===== src/rtl/ram_bank_pkg.sv =====
// Shared types and helpers for the ram_bank scratch memory.
// Parity storage is enabled by defining RAM_BANK_PARITY_EN.
package ram_bank_pkg;

    typedef enum logic {
        S_CLEAR = 1'b0,
        S_READY = 1'b1
    } state_t;

    function automatic int bytes_of(input int data_width);
        return data_width / 8;
    endfunction

    function automatic int depth_of(input int addr_width);
        return 1 << addr_width;
    endfunction

    // Even parity: stored bit makes the total count of ones even.
    function automatic logic byte_parity(input logic [7:0] b);
        return ^b;
    endfunction

endpackage


===== src/rtl/ram_bank_sweep.sv =====
// Clear-sweep address counter for ram_bank; last flags the final entry.
module ram_bank_sweep #(
    parameter int ADDR_WIDTH = 4
) (
    input  logic                  clk,
    input  logic                  rst_l,
    input  logic                  start,
    input  logic                  en,
    output logic [ADDR_WIDTH-1:0] cnt,
    output logic                  last
);

    always_ff @(posedge clk or negedge rst_l) begin
        if (!rst_l) begin
            cnt <= '0;
        end else if (start) begin
            cnt <= '0;
        end else if (en) begin
            // Wraps back to 0 after the last entry, so the next sweep starts clean.
            cnt <= cnt + 1'b1;
        end
    end

    assign last = (cnt == {ADDR_WIDTH{1'b1}});

endmodule


===== src/rtl/ram_bank.sv =====
// Simple-dual-port RAM with byte enables, registered reads and a clear sweep.
// Optional per-byte even parity when RAM_BANK_PARITY_EN is defined.
module ram_bank
    import ram_bank_pkg::*;
#(
    parameter int ADDR_WIDTH = 4,
    parameter int DATA_WIDTH = 32
) (
    input  logic                    clk,
    input  logic                    rst_l,
    input  logic                    clr_req,
    output logic                    ready,
    input  logic                    wr_en,
    input  logic [ADDR_WIDTH-1:0]   wr_addr,
    input  logic [DATA_WIDTH/8-1:0] wr_be,
    input  logic [DATA_WIDTH-1:0]   wr_data,
    input  logic                    par_inj,
    input  logic                    rd_en,
    input  logic [ADDR_WIDTH-1:0]   rd_addr,
    output logic [DATA_WIDTH-1:0]   rd_data,
    output logic                    rd_valid,
    output logic                    par_err,
    input  logic [ADDR_WIDTH-1:0]   dbg_addr,
    output logic [DATA_WIDTH-1:0]   dbg_data
);

    localparam int BYTES = bytes_of(DATA_WIDTH);
    localparam int DEPTH = depth_of(ADDR_WIDTH);

    state_t                  state_q, state_d;
    logic                    sweep_start, sweep_en, sweep_last;
    logic [ADDR_WIDTH-1:0]   sweep_cnt;
    logic                    wr_acc, rd_acc;
    logic [DATA_WIDTH-1:0]   rd_word;
    logic [DATA_WIDTH-1:0]   mem [DEPTH];

    ram_bank_sweep #(.ADDR_WIDTH(ADDR_WIDTH)) u_sweep (
        .clk   (clk),
        .rst_l (rst_l),
        .start (sweep_start),
        .en    (sweep_en),
        .cnt   (sweep_cnt),
        .last  (sweep_last)
    );

    always_ff @(posedge clk or negedge rst_l) begin
        if (!rst_l) begin
            state_q <= S_CLEAR;
            ready   <= 1'b0;
        end else begin
            state_q <= state_d;
            ready   <= (state_d == S_READY);
        end
    end

    always_comb begin
        state_d     = state_q;
        sweep_start = 1'b0;
        sweep_en    = 1'b0;
        case (state_q)
            S_CLEAR: begin
                sweep_en = 1'b1;
                if (sweep_last) state_d = S_READY;
            end
            S_READY: begin
                if (clr_req) begin
                    state_d     = S_CLEAR;
                    sweep_start = 1'b1;
                end
            end
            default: state_d = S_CLEAR;
        endcase
    end

    // ready mirrors S_READY, so accesses issued alongside clr_req still complete.
    assign wr_acc = ready && wr_en;
    assign rd_acc = ready && rd_en;

    always_ff @(posedge clk) begin
        if (state_q == S_CLEAR) begin
            mem[sweep_cnt] <= '0;
        end else if (wr_acc) begin
            for (int i = 0; i < BYTES; i++) begin
                if (wr_be[i]) mem[wr_addr][8*i +: 8] <= wr_data[8*i +: 8];
            end
        end
    end

    // Write-first: bytes being written this cycle bypass the array.
    always_comb begin
        rd_word = mem[rd_addr];
        for (int i = 0; i < BYTES; i++) begin
            if (wr_acc && (wr_addr == rd_addr) && wr_be[i]) rd_word[8*i +: 8] = wr_data[8*i +: 8];
        end
    end

    always_ff @(posedge clk or negedge rst_l) begin
        if (!rst_l) begin
            rd_valid <= 1'b0;
            rd_data  <= '0;
        end else begin
            rd_valid <= rd_acc;
            if (rd_acc) rd_data <= rd_word;
        end
    end

    assign dbg_data = mem[dbg_addr];

`ifdef RAM_BANK_PARITY_EN
    logic [BYTES-1:0] mem_par [DEPTH];
    logic [BYTES-1:0] wr_par, rd_par, rd_chk;

    always_comb begin
        wr_par = '0;
        for (int i = 0; i < BYTES; i++) wr_par[i] = byte_parity(wr_data[8*i +: 8]);
        wr_par[0] = wr_par[0] ^ par_inj;
    end

    always_ff @(posedge clk) begin
        if (state_q == S_CLEAR) begin
            mem_par[sweep_cnt] <= '0;
        end else if (wr_acc) begin
            for (int i = 0; i < BYTES; i++) begin
                if (wr_be[i]) mem_par[wr_addr][i] <= wr_par[i];
            end
        end
    end

    // Forwarded bytes carry the parity being written alongside them.
    always_comb begin
        rd_par = mem_par[rd_addr];
        rd_chk = '0;
        for (int i = 0; i < BYTES; i++) begin
            if (wr_acc && (wr_addr == rd_addr) && wr_be[i]) rd_par[i] = wr_par[i];
            rd_chk[i] = byte_parity(rd_word[8*i +: 8]);
        end
    end

    always_ff @(posedge clk or negedge rst_l) begin
        if (!rst_l) begin
            par_err <= 1'b0;
        end else begin
            par_err <= rd_acc && (|(rd_par ^ rd_chk));
        end
    end
`else
    logic unused_par_inj;
    assign unused_par_inj = par_inj;
    assign par_err        = 1'b0;
`endif

endmodule


===== config.mk =====
export PLATFORM = sky130hd
export DESIGN_NAME = ram_bank
export DESIGN_NICKNAME = d
export VERILOG_FILES = /design/src/rtl/ram_bank_pkg.sv /design/src/rtl/ram_bank_sweep.sv /design/src/rtl/ram_bank.sv
export SDC_FILE = /design/constraint.sdc
export NUM_CORES = 1
export LEC_CHECK = 0
export BUFFER_PORTS_ARGS = -buffer_cell sky130_fd_sc_hd__buf_4
export CORE_MARGIN = 1.5
export CORE_UTILIZATION = 40
export DETAILED_ROUTE_END_ITERATION = 10
export GPL_TIMING_DRIVEN = 1
export PLACE_DENSITY = 0.53
export REMOVE_ABC_BUFFERS = 1
export SLEW_MARGIN = 20
export SYNTH_ARGS = -nofsm -noshare
export SYNTH_HDL_FRONTEND = slang
export SYNTH_SLANG_ARGS = --single-unit
export TNS_END_PERCENT = 50

===== constraint.sdc =====
create_clock -name clk -period 3.13 [get_ports clk]
set_input_delay 0.1565 -clock clk [delete_from_list [all_inputs] [get_ports clk]]
set_output_delay 0.1565 -clock clk [all_outputs]
set_load 0.05 [all_outputs]

# [Word-level counts from Yosys, hierarchy flattened]
# Memories as Yosys holds them, arrays and structs flattened. A register that Yosys moved wholly into a read port is not among the register bits.
# Index checks and enable logic that the tools add are counted.
[op_classes] bitwise=1 addsub=1 muxes=27 n_eq_ne=2 reduce_logical=4
[op_table] operator="$mux 32" count=1
[op_table] operator="$reduce_or 32->1" count=1
[op_table] operator="$mux 1" count=21
[op_table] operator="$mux 4" count=4
[op_table] operator="$add 4x1->4 const B" count=1
[op_table] operator="$eq 4x4->1 const B" count=1
[op_table] operator="$logic_and 1x1->1" count=2
[op_table] operator="$ne 2x1->1 const B" count=1
[op_table] operator="$pmux 1 s2" count=1
[op_table] operator="$logic_not 1->1" count=1
[op_table] operator="$not 1->1" count=1
[word_totals] reg_bits=6 mem_count=1 ramBits=512 input_bits=54 elab_cells=39 output_inout_bits=67
[memory_table] memory="mem" depth=16 word_bits=32 read_ports=2 rd_ports_with_merged_regs=1 wr=1 line_no="ram_bank.sv:35" source="logic [DATA_WIDTH-1:0] mem [DEPTH];"

# [Depth between registers and ports, before layout]
# Gate-level depths: netlist of run 1.
[depth] word_depth=6 ltp_mapped=8

# [Modules after synthesis]
# From an unflattened synthesis of run 1, not the netlist that was laid out.
[unflattened] cells_unflattened=1287 hier_area_um2=25650.9
[modules_own_cells] module="ram_bank" area_each_um2=25451.9 cells_each=1270 seq_area_each_um2=16225.6 n_inst=1
[modules_own_cells] module="ram_bank_sweep" area_each_um2=198.9 cells_each=17 seq_area_each_um2=100.1 n_inst=1

# [Worst setup path before layout of run 1]
# Ideal clock, no wire load.
[synth_timing] kind="flip-flop to flip-flop" from="register state_q" to="memory mem[5][16] (enable)" setup_slack_ns=0.363 stages_incl_launch_ff=8 t_arrival_ns=2.384 required_time_ns=2.747 n_path_buf=3 path_cell_list="dfrtp_1 > and3_4 > buf_6 > clkbuf_1 > nand3b_1 > o31a_1 > clkbuf_1 > nor3_1"
[synth_between] elab_chain_len=6 word_cells_on_any_way=17 classes_between="mux (15); reduce/logical (2)"
[synth_lines] element="start, declared" line_no="ram_bank.sv:30" source="state_t state_q, state_d;"
[synth_lines] element="start signal, assigned" line_no="ram_bank.sv:51" source="state_q <= state_d;"
[synth_lines] element="$logic_and 1x1->1"
[synth_lines] element="$mux 1"
[synth_lines] element="$mux 1" line_no="ram_bank.sv:80" source="if (state_q == S_CLEAR) begin"
[synth_lines] element="$mux 1 (implied by the code)" line_no="ram_bank.sv:84" source="if (wr_be[i]) mem[wr_addr][8*i +: 8] <= wr_data[8*i +: 8];"
[synth_lines] element="$reduce_or 32->1 (no line)"
[synth_lines] element="$mux 4 (no line)"
[synth_lines] element="end, declared" line_no="ram_bank.sv:35"
# Parallel ways exist; a longest one is shown, timed or not.

==> results.toml, run 1 <==
[detailed_routing]
detail_route.wl_per_cell_um = 30.5
vias = 14000
first_pass_iters = 5
drt_iter0_drc = 1147
viasPerCell = 5.94
ant_nets = 0
postRouteWirelength_mm = 71.9
drc = 0

[finish]
final_nets = 1521
fillers = 5195
fin_area_um2 = 30100
layoutNonFillerInstCount = 2361
num_antenna_cells = 0
area_growth_pct = 17.3
drive_above_1_share_pct = 43.0
utilization_pct = 47.6
layout_common_cells = "512 x edfxtp_1, 320 x mux4_2, 215 x buf_4"
final_common_cell = "edfxtp_1"

[critical_path]
rrSetupSlack_ps = 640
crit_fanout = 17
required_ps = 3600
crit_type = "reg -> reg"
max_stage_delay_ps = 500
cp-end-kind = "flip-flop"
cpMaxStageDelayCell = "dfrtp_1"
cp.arrival_ps = 2960
cp-start-kind = "flip-flop"
path_cells = "nor2b_1 > a2111oi_0 > mux2i_1 > a2111o_2 > buf_4 > o21ai_0 > a31oi_1"
reg2reg_depth = 7
crit-reg2reg-launch = "u_sweep.cnt[0]"
r2r-end = "rd_data[2]"

[clocking]
cts_root_buf = "clkbuf_16"
clock_path_buffers = 3
clock_latency_ps = 610
cts_tree = "yes"
cts_sinks = 550
path_clk_slew_ps = 60
cts-buffers-inserted = 58
h-tree-depth = 2

[logic_synthesis]
postSynthCellCount = 1284
synth_cell_types = 37
synth_flop_cell = "edfxtp_1"
synthesis.area_um2 = 25700
yosysSeqAreaShare_pct = 63.6
synth_edf_count = 512
avgSynthCellArea_um2 = 20.0
ys_ff_latch = 550
yosysWarningCount = 0
synthArstFlopShare_pct = 6.91

[place]
place.port_buffers = 118
placed_cells = 2250
placed_area_um2 = 28200
place.gp.congestion = 0.803
hpwl_mm = 44.1

[timing]
fin_skew_ps = 11.0
worst_pin_slew_ps = 842
final.setup.tns_ps = 0
hold_viol_final = 0
slew_headroom_pct = 43.8
min_period_ps = 2490
fin_crit_sh_pct = 79.4
setup_viol_count_final = 0
timing.hold.ws_ps = 160
grt_setup_unrepaired = "no"
max_freq_mhz = 402
drv_slew = 0

[pwr]
powerDensity_nw_per_um2 = 816
intPower_uw = 16600
seq_power_share_pct = 42.8
clockPowerShare_pct = 28.3
combPwrFrac_pct = 28.9
ir_worst_vdd_mv = 0.425
power_leakage_uw = 0.0100
sw_frac_of_total_pct = 32.5
p_switching_uw = 7980

[grt]
grt_pass1_vias = 14900
antenna_found_initial = 5
grt_remaining_overflow = 0
grt_pass1_wl_mm = 104
grt_use_total_pct = 22.2
grt_max_degree = 71

[floorplanning]
num_rows = 92
core_um2 = 63200
die_x_um = 256
dieHeight_um = 256
die_area_um2 = 65700
ios = 121
start_util_pct = 40.6

[outcome]
outcome = "finished, final reports clean"

[min_path]
hold_path_class = "in -> async"

[flow_run]
cap_violations = 0
-- through the flow --
stage               total power [uW]  setup WS, ps
floorplan                      14500          -194
global placement               17600           432
detailed placement             17800           419
CTS                            24800           637
global route                   25500           489
finish                         24500           645
-- cell usage after synthesis, types with 2 or more instances --
library cell	count	area share (%)
nand3_1	34	0.66
dfrtp_1	38	3.7
nor3_1	38	0.74
nor2_1	62	0.91
edfxtp_1	512	60
a31oi_1	34	0.83
o21ai_1	19	0.37
o21ai_0	14	0.27
xor2_1	2	0.068
buf_6	4	0.18
clkbuf_2	3	0.058
nor2b_1	4	0.098
a2111oi_0	2	0.068
nand2_1	14	0.20
inv_1	5	0.073
o22ai_1	3	0.073
buf_1	16	0.23
and2_1	37	0.90
o31a_1	6	0.20
mux4_2	320	28
clkbuf_1	77	1.1
buf_2	11	0.21
mux2i_1	4	0.16
nand3b_1	5	0.15
xnor2_1	2	0.068
or2_2	7	0.17
-- power groups by stage --
stage	clock network (uW)	registers, uW	logic (uW)
2_1_floorplan	0	11200	3320
3_3_place_gp	0	10600	7090
3_5_place_dp	0	10700	7150
4_1_cts	7080	10500	7160
5_1_grt	7340	10700	7440
6_report	6960	10500	7090
-- cell families (layout without fill, tap and decap cells) --
kind of cell	Yosys count	in the layout	synth area share [%]
buf+inv	118	349	1.93
fa+ha+maj	1	1	0.0488
xor+xnor	4	4	0.137
flops	550	550	63.6
mux	324	324	28.2
simple gates	205	205	3.97
other cells	1	1	0.0146
compound gates	81	81	2.04
-- routing by layer --
layer | GRT usage, % | vias to the layer above | routed length [um]
met5 | 0 | - | 57
met4 | 5.62 | 10 | 1690
met3 | 3.94 | 117 | 4310
met2 | 36.9 | 460 | 35900
met1 | 30.3 | 7536 | 29900
li1 | - | 5890 | -
-- worst max-delay path, delay by kind of cell (launching register included) --
kind / cells / cell delay, ps
AOI/OAI and AO/OA: 4 / 1180
buffers and inverters: 1 / 240
DFF: 1 / 500
muxes: 1 / 230
and+or+nand+nor: 1 / 180
-- cell type report --
type	instances	area [um2]	area share, %
Clock buffer	75	1570	5.20
Clock inverter	34	335	1.11
Multi-Input combinational cell	616	8850	29.4
Inverter	6	22.5	0.0748
Tap cell	846	1060	3.52
Sequential cell	550	16300	54.2
Timing Repair Buffer	234	1950	6.46
-- flip-flops by register name, summed over array words and instances, names as in the netlist --
signal,cells
rd_data,32
rd_valid,1
state_q,1
u_sweep.cnt,4
mem,512
-- worst max path at each step --
| stage | startpoint | end | slack (ps) |
|---|---|---|---|
| after floorplan | rd_addr[2] | rd_data[0] | -190 |
| after global placement | wr_be[0] | mem[13][17] | 430 |
| after detailed placement | wr_be[0] | mem[13][17] | 420 |
| after CTS | dbg_addr[0] | dbg_data[2] | 640 |
| after global routing | u_sweep.cnt[0] | rd_data[1] | 490 |
| final | u_sweep.cnt[0] | rd_data[2] | 640 |
-- repair_timing --
action / 4_1_cts / 5_1_grt
buffers inserted: 0 / 0
gates resized for setup: 0 / 0
endpoints found under the hold margin: 43 / 0
hold buffers: 2 / 0
No activity file was read; power rests on OpenSTA's default activity.
==> inputs of run 2 (changes only) <==
- PLACE_DENSITY: 0.53 -> 0.55
- clock period: 3.13 -> 2 ns (I/O delays scaled with it)
==> results.toml, run 2 (synthesized netlist as in run 1, its figures left out) <==
[pwr]
ir_worst_vdd_mv = 0.652
powerDensity_nw_per_um2 = 1270
power_leakage_uw = 0.0108
p_total_uw = 41700

[clocking]
cts-buffers-inserted = 56
h-tree-depth = 2
cts_sinks = 550
cts_root_buf = "clkbuf_16"
cts_tree = "yes"
clock_latency_ps = 600
path_clk_slew_ps = 60
clock_path_buffers = 3

[timing]
fin_skew_ps = 12.3
slew_headroom_pct = 45.5
setup_ws_ps = -320
worst_pin_slew_ps = 817
hold_viol_final = 0
final.setup.tns_ps = -66430
fin_crit_sh_pct = 116
grt_setup_unrepaired = "yes"
max_freq_mhz = 431
setup_viol_count_final = 562
min_period_ps = 2320
drv_slew = 0

[critical_path]
crit_fanout = 2
crit_type = "reg -> out"
cp-end-kind = "output port"
cp-start-kind = "flip-flop"
crit-reg2reg-launch = "u_sweep.cnt[1]"
cp_num_buf_inv = 1
cp.arrival_ps = 2220
cpLargestDelayFamily = "multiplexers"
path_cells = "mux4_2 > mux4_2 > buf_8"
cp.depth = 3
crit_top_cell = "mux4_2"
required_ps = 1900
crit_end = "dbg_data[14]"
r2r-end = "rd_data[25]"
max_stage_delay_ps = 550
reg2reg_depth = 10
rrSetupSlack_ps = -240
critPathLaunch = "mem[15][14]"
cpMaxStageDelayCell = "mux4_2"

[finish]
reg_top3 = "mem (512), rd_data (32), u_sweep.cnt (4)"
drive_above_1_share_pct = 54.8
final_common_cell = "edfxtp_1"
final_nets = 1601
largest_reg_flops = 512
area_growth_pct = 27.7
layout_common_cells = "512 x edfxtp_1, 320 x mux4_2, 146 x buf_4"
fillers = 5014
regMostFlops = "mem"

[place]
hpwl_mm = 45.9
place.gp.congestion = 0.781
place.port_buffers = 118

[grt]
grt_use_total_pct = 23.0
grt_max_degree = 66
antenna_found_initial = 0
grt_pass1_wl_mm = 108
grt_pass1_vias = 15300
grt_remaining_overflow = 0

[floorplanning]
die_area_um2 = 65700
dieHeight_um = 256
die_x_um = 256
core_um2 = 63200
num_rows = 92
start_util_pct = 40.6
ios = 121

[detailed_routing]
vias = 14700
drt_iter0_drc = 1258
postRouteWirelength_mm = 75.1
drc = 0
detail_route.wl_per_cell_um = 30.8
ant_nets = 0
first_pass_iters = 4
viasPerCell = 6.02

[min_path]
hold_path_depth = 2
hold_start = "wr_data[4]"
hold_path_class = "in -> reg"

[outcome]
outcome = "finished, violations left"
violations = "negative setup slack"

[flow_run]
cap_violations = 0
[run 2: cell count changes in the layout (fill, tap and decap cells not counted), sizes merged, moves of 2 or more]
cell / previous run / this run
buf: 231 / 309
clkbuf: 76 / 66
clkinvlp: 0 / 8
clkinv: 26 / 23
bufinv: 7 / 9
dlygate4sd3: 2 / 4
[run 2: repair_timing]
action / in CTS / in global routing
resized for setup: 169 / 169
hold buffers: 4 / 0
gates cloned: 8 / 2
setup buffers: 18 / 19
setup endpoints to repair: 578 / 767
pin swaps: 27 / 51
hold endpoints to repair: 60 / 0
[run 2: power breakdown]
group | switching (uW) | total (uW) | internal, uW
clock network | 4480 | 11000 | 6470
registers | 1010 | 16400 | 15400
logic | 8400 | 14400 | 5950
[run 2: worst register-to-register path: cells and delay by family, from the launching register on]
family	cells	cell delay (ps)
multiplexers	1	130
buffers and inverters	4	640
flip-flops	1	390
AND/OR/NAND/NOR	2	240
AO/OA/AOI/OAI	3	750
[run 2: metrics by stage]
step,setup slack [ps],instance area [um2],hold slack (ps),util [%],cells
2_1_floorplan,-1270,25200,-196,-,1172
4_1_cts,-367,32100,52.8,50.7,2426
3_5_place_dp,-518,29100,181,46.1,2292
3_3_place_gp,-440,29100,169,46.1,2292
5_1_grt,-396,32800,74.7,51.8,2438
6_report,-320,32800,56.7,51.9,2439
[run 2: per-layer routing]
metal	vias to the layer above	global-route usage, %	part of all wire, %
met2	486	37.8	50
met4	0	6.31	2.1
met3	100	3.95	6.1
met5	-	0	0
li1	6078	-	-
met1	8022	31.9	41
[run 2: worst min-delay path by stage]
stage | to | slack (ps)
after floorplan | rd_data[0] | -200
after global placement | rd_data[12] | 170
after detailed placement | rd_data[12] | 180
after CTS | rd_data[14] | 50
after global routing | mem[9][4] | 70
final | mem[9][4] | 60
[run 2: final cells by class]
| class | instances | area (um2) | share of cell area [%] |
|---|---|---|---|
| clock buffers | 64 | 1480 | 4.52 |
| clock inverters | 40 | 440 | 1.34 |
| inverters | 6 | 22.5 | 0.0687 |
| well taps | 846 | 1060 | 3.23 |
| repair buffers | 315 | 3740 | 11.4 |
| diodes | 1 | 2.50 | 0.00764 |
| multi-input cells | 617 | 9690 | 29.6 |
| flip-flops and latches | 550 | 16300 | 49.8 |
==> inputs of run 3 (changes only) <==
- CORE_UTILIZATION: 40 -> 47
- PLACE_DENSITY: 0.55 -> 0.63
- SKIP_CTS_REPAIR_TIMING: not set -> 1
==> results.toml, run 3 (synthesized netlist as in run 1, its figures left out) <==
[pwr]
powerDensity_nw_per_um2 = 1260
power_leakage_uw = 0.0106
ir_worst_vdd_mv = 0.789

[finish]
final_nets = 1607
utilization_pct = 58.8
regMostFlops = "mem"
drive_above_1_share_pct = 51.2
reg_top3 = "mem (512), rd_data (32), u_sweep.cnt (4)"
fillers = 3924
largest_reg_flops = 512
final_common_cell = "edfxtp_1"
area_growth_pct = 23.6
layout_common_cells = "512 x edfxtp_1, 320 x mux4_2, 183 x buf_4"
fin_area_um2 = 31700

[timing]
setup_ws_ps = -338
drv_slew = 0
grt_setup_unrepaired = "yes"
fin_skew_ps = 17.1
slew_headroom_pct = 48.5
fin_crit_sh_pct = 117
setup_viol_count_final = 226
hold_viol_final = 0
max_freq_mhz = 428
min_period_ps = 2340
worst_pin_slew_ps = 773

[grt]
antenna_found_initial = 1
grt_max_degree = 66
grt_pass1_wl_mm = 102
grt_pass1_vias = 14900
grt_use_total_pct = 25.5
grt_remaining_overflow = 0

[detailed_routing]
drc = 0
vias = 14800
postRouteWirelength_mm = 71.5
drt_iter0_drc = 1688
first_pass_iters = 8
viasPerCell = 6.44
detail_route.wl_per_cell_um = 31.1
ant_nets = 0

[flow_run]
cap_violations = 0

[clocking]
cts_root_buf = "clkbuf_16"
h-tree-depth = 2
cts_tree = "yes"
clock_latency_ps = 620
cts-buffers-inserted = 57
cts_sinks = 550
path_clk_slew_ps = 60
clock_path_buffers = 3

[critical_path]
cp.arrival_ps = 2240
crit_type = "reg -> out"
cp-start-kind = "flip-flop"
cp-end-kind = "output port"
required_ps = 1900
crit_fanout = 2
crit-reg2reg-launch = "u_sweep.cnt[3]"
critPathLaunch = "mem[11][21]"

[floorplanning]
die_x_um = 237
start_util_pct = 47.6
num_rows = 85
die_area_um2 = 56000
dieHeight_um = 237
core_um2 = 53900
ios = 121

[min_path]
hold_path_class = "in -> reg"
hold_start = "wr_data[29]"

[place]
hpwl_mm = 44.4
place.port_buffers = 118
place.gp.congestion = 0.799
placed_area_um2 = 28700

[outcome]
violations = "negative setup slack"
outcome = "finished, violations left"
run 3: cell count changes in the layout (fill, tap and decap cells not counted), sizes merged:
cell | previous run | this run
bufinv | 9 | 5
and3 | 2 | 3
clkbuf | 66 | 78
buf | 309 | 312
inv | 6 | 8
clkinvlp | 8 | 1
clkinv | 23 | 25
run 3: area by class of cell:
type / count / area (um2) / share of cell area, %
multi-input combinational: 618 / 9410 / 29.7
inverter: 6 / 22.5 / 0.0710
sequential: 550 / 16300 / 51.5
timing repair buffer: 319 / 3240 / 10.2
antenna: 1 / 2.50 / 0.00789
clock buffer: 75 / 1570 / 4.94
clock inverter: 33 / 285 / 0.899
tap: 696 / 871 / 2.75
run 3: path summary, 6_finish.rpt:
check | slack [ps] | cells past startpoint | endpoint
setup / recovery | -340 | 3 | dbg_data[21]
hold / removal | 80 | 2 | mem[2][29]
setup reg to reg | -280 | 10 | rd_data[2]
hold reg to reg | 560 | 2 | rd_data[18]
max in group asynchronous | 1360 | 2 | rd_data[30]
min in group asynchronous | 120 | 2 | rd_data[4]
run 3: report_power, final:
| part | leakage [uW] | switching, uW | internal, uW |
|---|---|---|---|
| logic | 0.00449 | 7860 | 5260 |
| registers | 0.00524 | 1020 | 15400 |
| clock network | 0.000914 | 4420 | 6130 |
| total | 0.0106 | 13300 | 26800 |
run 3: critical path: stages (launching register included):
cell,delay [ps]
edfxtp_1,400
mux4_2,500
mux4_2,540
buf_6,180
run 3: metrics by stage:
step / total power [uW] / cells / setup WS, ps / hold WS [ps] / setup TNS (ps)
final: 40100 / 2298 / -338 / 76.4 / -23000
after global routing: 41500 / 2297 / -390 / 91.6 / -39860
after CTS: 38700 / 2269 / -391 / -450 / -32150
after detailed placement: 28200 / 2161 / -521 / 207 / -211600
after global placement: 28000 / 2161 / -491 / 214 / -189550
after floorplan: 22800 / 1172 / -1270 / -196 / -455560
run 3: routing by layer:
layer	global-route usage (%)	vias to the layer above	part of all wire [%]
met2	41.1	670	50
met1	35.4	7929	39
met5	0	-	0
met4	8.61	0	2.6
li1	-	6080	-
met3	4.72	126	8.0
